File: src/rtl/input_debouncer.sv
`default_nettype none
// ============================================================================
// Module      : input_debouncer
// Description : Synchronises a raw asynchronous input into the clk domain,
//               debounces it with a four-state qualify FSM and counts
//               rejected candidate level changes in a saturating counter.
// Revision    : 1.0 - initial release
// ============================================================================
module input_debouncer #(
    parameter int SYNC_STAGES     = 2,
    parameter int DEBOUNCE_CYCLES = 16,
    parameter int GLITCH_W        = 8
) (
    input  logic                clk,
    input  logic                reset_n,
    input  logic                a_raw_i,
    input  logic                glitch_clr_i,
    output logic                level_o,
    output logic                busy_o,
    output logic [GLITCH_W-1:0] glitch_cnt_o
);

    localparam int C_CNT_W = $clog2(DEBOUNCE_CYCLES);
    localparam logic [C_CNT_W-1:0] C_CNT_LAST = C_CNT_W'(DEBOUNCE_CYCLES - 1);
    localparam logic [C_CNT_W-1:0] C_CNT_ONE  = C_CNT_W'(1);

    typedef enum logic [1:0] {
        ST_STABLE_LO = 2'd0,
        ST_CHK_HI    = 2'd1,
        ST_STABLE_HI = 2'd2,
        ST_CHK_LO    = 2'd3
    } state_t;

    logic [SYNC_STAGES-1:0] r_sync;
    state_t                 r_state;
    logic [C_CNT_W-1:0]     r_cnt;
    logic                   r_level;
    logic                   r_busy;
    logic [GLITCH_W-1:0]    r_glitch_cnt;

    logic                   w_s;
    logic                   w_reject;
    logic                   w_glitch_full;

    // Last synchroniser stage is the only view of the raw input used below.
    assign w_s = r_sync[SYNC_STAGES-1];

    // A candidate is rejected when an opposite sample arrives while qualifying.
    assign w_reject = ((r_state == ST_CHK_HI) && !w_s) ||
                      ((r_state == ST_CHK_LO) &&  w_s);

    assign w_glitch_full = &r_glitch_cnt;

    // Multi-flop synchroniser chain; raw input enters at bit 0.
    always_ff @(posedge clk or negedge reset_n) begin
        if (!reset_n) begin
            r_sync <= '0;
        end else begin
            r_sync <= {r_sync[SYNC_STAGES-2:0], a_raw_i};
        end
    end

    // Qualify FSM with registered level and busy outputs.
    always_ff @(posedge clk or negedge reset_n) begin
        if (!reset_n) begin
            r_state <= ST_STABLE_LO;
            r_cnt   <= '0;
            r_level <= 1'b0;
            r_busy  <= 1'b0;
        end else begin
            case (r_state)
                ST_STABLE_LO: begin
                    if (w_s) begin
                        r_state <= ST_CHK_HI;
                        r_cnt   <= C_CNT_ONE;
                        r_busy  <= 1'b1;
                    end
                end
                ST_CHK_HI: begin
                    if (w_s) begin
                        if (r_cnt == C_CNT_LAST) begin
                            r_state <= ST_STABLE_HI;
                            r_cnt   <= '0;
                            r_level <= 1'b1;
                            r_busy  <= 1'b0;
                        end else begin
                            r_cnt <= r_cnt + C_CNT_ONE;
                        end
                    end else begin
                        r_state <= ST_STABLE_LO;
                        r_cnt   <= '0;
                        r_busy  <= 1'b0;
                    end
                end
                ST_STABLE_HI: begin
                    if (!w_s) begin
                        r_state <= ST_CHK_LO;
                        r_cnt   <= C_CNT_ONE;
                        r_busy  <= 1'b1;
                    end
                end
                ST_CHK_LO: begin
                    if (!w_s) begin
                        if (r_cnt == C_CNT_LAST) begin
                            r_state <= ST_STABLE_LO;
                            r_cnt   <= '0;
                            r_level <= 1'b0;
                            r_busy  <= 1'b0;
                        end else begin
                            r_cnt <= r_cnt + C_CNT_ONE;
                        end
                    end else begin
                        r_state <= ST_STABLE_HI;
                        r_cnt   <= '0;
                        r_busy  <= 1'b0;
                    end
                end
                default: begin
                    r_state <= ST_STABLE_LO;
                    r_cnt   <= '0;
                    r_level <= 1'b0;
                    r_busy  <= 1'b0;
                end
            endcase
        end
    end

    // Saturating glitch counter; a clear in the same cycle as a reject wins.
    always_ff @(posedge clk or negedge reset_n) begin
        if (!reset_n) begin
            r_glitch_cnt <= '0;
        end else if (glitch_clr_i) begin
            r_glitch_cnt <= '0;
        end else if (w_reject && !w_glitch_full) begin
            r_glitch_cnt <= r_glitch_cnt + GLITCH_W'(1);
        end
    end

    assign level_o      = r_level;
    assign busy_o       = r_busy;
    assign glitch_cnt_o = r_glitch_cnt;

endmodule
`default_nettype wire

File: config.mk
export PLATFORM = sky130hd
export DESIGN_NAME = input_debouncer
export DESIGN_NICKNAME = d
export VERILOG_FILES = /design/src/rtl/input_debouncer.sv
export SDC_FILE = /design/constraint.sdc
export NUM_CORES = 1
export LEC_CHECK = 0
export ABC_AREA = 1
export BUFFER_PORTS_ARGS = -buffer_cell sky130_fd_sc_hd__buf_2
export CAP_MARGIN = 20
export CORE_MARGIN = 8
export CORE_UTILIZATION = 57
export CTS_BUF_LIST = sky130_fd_sc_hd__clkbuf_4 sky130_fd_sc_hd__clkbuf_8
export DETAILED_ROUTE_END_ITERATION = 7
export PLACE_DENSITY = 0.8
export SLEW_MARGIN = 20
export SYNTH_ARGS = -nofsm -noshare
export SYNTH_HDL_FRONTEND = slang
export SYNTH_SLANG_ARGS = --single-unit
File: constraint.sdc
create_clock -name clk -period 1.69 [get_ports clk]
set_clock_uncertainty 0.2 [all_clocks]
set_input_delay 0.169 -clock clk [delete_from_list [all_inputs] [get_ports clk]]
set_output_delay 0.169 -clock clk [all_outputs]
set_load 0.1 [all_outputs]
==> reports/metrics.csv <==
metric,value,unit
"Area growth, synth to finish",19.6,%
Max-cap violations,0,
PwrDens,775,nW/um^2
first-pass GRT wire length,3080,um
DRT Wirelength,1800,um
post-synthesis cell type count,19,
CP max-delay cell,dfrtp_4,
Antenna Nets Post-Route,0,
nets,140,
max-slew violations,0,
Synth area leader,dfrtp_1,
average wire per standard cell,12.1,um
layout cells sized above 1,25.6,%
IO Port Bufs,13,
post-DP HPWL,1330,um
Post-CTS Setup Inserts,0,
root buffer cell,clkbuf_4,
CTS tree,built,
Fin. Hold Viols,0,
CTS H-tree depth,1,
largest net degree at the start of global routing,19,
CP endpoint kind,register,
number of synthesized flops with an enable pin,0,
RSZ-0062 raised after global routing,false,
Site Rows,14,
status,"complete, no violations",
Fillers,119,
VDD IR max,0.628,mV
Slew @ Worst Pin,0.494,ns
Worst Setup Start Kind,register,
total global routing overflow,0,
Slowest Stage Delay on Critical Path,0.52,ns
Crit path arrival time,1.58,ns
overall routing resource usage,11.9,%
Die X,56.0,um
Initial Util,60.5,%
asr flop ratio synth,100,%
fin worst setup slack,0.109,ns
CP most frequent cell,nand2_1,
synth cell count leaders,"36 x nand2_1, 18 x dfrtp_1, 17 x nand3_1, 9 x inv_1, 9 x nor2_1",
DIE AREA,3130,um^2
Vias/cell,5.27,
"Avg Cell Area, Syn",8.06,um^2
Sum Neg Setup Slack,0,ns
DR vias,785,
Syn. warnings,0,
# DRC,0,
Synth Flop Type,dfrtp_1,
register area share after synthesis,49.5,%
Hold Slack,0.109,ns
top-count cell post-synth,nand2_1,
Worst-path clk slew,0.11,ns
Slew HR,67.3,%
GPL Wtd Cong,0.799,
Skew-Pair Late Insertion Delay,0.29,ns
synth top area cells,"dfrtp_1 49%, nand2_1 15%, nand3_1 9.3%",
core area,1510,um^2
Ports,14,
vias in the first global route,753,
Post-Syn Nets,119,
min cycle time layout,1.58,ns
fmax,0.633,GHz
initial antenna violation count,0,
Cells after Synth,113,
dpl ws,0.139,ns
n_diodes,0,
WS Path Type,register to register,
buffer depth of the longest clock path,2,
Seq cells post-synth,18,
TritonCTS Sinks,18,
Die Ht,56.0,um
fin crit share,93.5,%
static leakage,0.537,nW
synthesized area,911,um^2
Hold WC Path Type,primary input to asynchronous set/reset pin,
area fraction of the dominant cell type after synthesis,49.5,%
DRT iter0 DRCs,28,
crit-path max FO,6,
setup violators final,0,
CP Data Required Time,1.69,ns
TritonCTS Buffers,3,
CP cell instances,ha_4 -> nand2_1 -> nor2_2 -> nand2_1 -> nand2_2 -> nand2_4 -> clkinv_4 -> nand2_1 -> nand2_1,
First-pass DRT Iterations,4,
==> worst paths after layout <==
kind                                             start                     endpoint  slack (ns)  cells past startpoint
setup reg to reg           glitch_cnt_o[0]$_DFFE_PN0P_  glitch_cnt_o[5]$_DFFE_PN0P_        0.11                      9
setup / recovery           glitch_cnt_o[0]$_DFFE_PN0P_  glitch_cnt_o[5]$_DFFE_PN0P_        0.11                      9
max in group asynchronous                      reset_n  glitch_cnt_o[0]$_DFFE_PN0P_        0.88                      2
hold reg to reg                    r_sync[0]$_DFF_PN0_          r_sync[1]$_DFF_PN0_        0.15                      0
min in group clk                   r_sync[0]$_DFF_PN0_          r_sync[1]$_DFF_PN0_        0.15                      0
hold / removal                                 reset_n  glitch_cnt_o[5]$_DFFE_PN0P_        0.11                      2
==> state kept, by name, summed over array words and instances, names as in the netlist, named ones only <==
register,count
glitch_cnt_o,8
r_cnt,4
r_sync,2
busy_o,1
level_o,1
r_state,1
==> logic make-up (layout without fill, tap and decap cells) <==
kind of cell    Yosys count  in the layout  share of synthesized area [%]
compound gates            7              7                           4.26
flops                    18             18                           49.5
xor+xnor                  4              4                           3.85
buf+inv                  11             31                           5.08
simple gates             71             71                           34.6
fa+ha+maj                 2              2                           2.75
==> cell type report <==
cell class / instances / area [um^2] / area share (%)
inverter: 11 / 46.3 / 4.25
timing repair buffer: 16 / 95.1 / 8.73
clock buffer: 4 / 36.3 / 3.33
multi-input combinational: 84 / 427 / 39.2
tap: 16 / 20.0 / 1.84
sequential: 18 / 465 / 42.7
==> timing repair <==
action	4_1_cts	5_1_grt
hold buffers	3	0
gates resized for setup	0	0
hold endpoints to repair	21	0
==> where the power goes <==
group / switching, W / leakage, nW / internal (W)
registers: 0.0000163 / 0.225 / 0.000449
clock network: 0.000137 / 0.0210 / 0.000131
logic: 0.0000829 / 0.291 / 0.0000287
total: 0.000236 / 0.537 / 0.000608
==> per-stage QoR <==
stage	cells	cell area [um^2]	utilization, %	total power (W)
after floorplan	113	938	-	0.000551
after global placement	142	1020	67.9	0.000579
after detailed placement	142	1020	67.9	0.000581
after CTS	149	1090	72.3	0.000851
after global routing	149	1090	72.3	0.000879
final	149	1090	72.3	0.000845
==> per-layer routing <==
metal | vias to the layer above | global-route usage (%) | share of wire [%] | wire [um]
met4 | 0 | 6.53 | 0.56 | 10
met3 | 2 | 3.20 | 4.8 | 86
li1 | 406 | - | - | -
met1 | 353 | 15.9 | 52 | 925
met5 | - | 0 | 0 | 0
met2 | 24 | 16.6 | 43 | 773
==> cell usage in the layout (no fill, tap or decap), types with 2 or more instances in the layout <==
cell type / n
dlygate4sd3_1: 3
dfrtp_1: 10
dfrtp_4: 2
buf_2: 13
o21ai_0: 4
dfrtp_2: 6
nand2_1: 36
clkbuf_4: 3
nand3_1: 17
nor2_1: 9
nand4_1: 3
inv_1: 9
xor2_1: 3
nor2_2: 3
==> worst max-delay path: cells and delay by family, from the launching register on <==
kind / cells / cell delay, ns
AND/OR/NAND/NOR: 7 / 0.50
flip-flops: 1 / 0.52
adder cells (fa/ha/maj): 1 / 0.18
buffers and inverters: 1 / 0.07
Note: power is estimated with default switching activity, not from simulation.
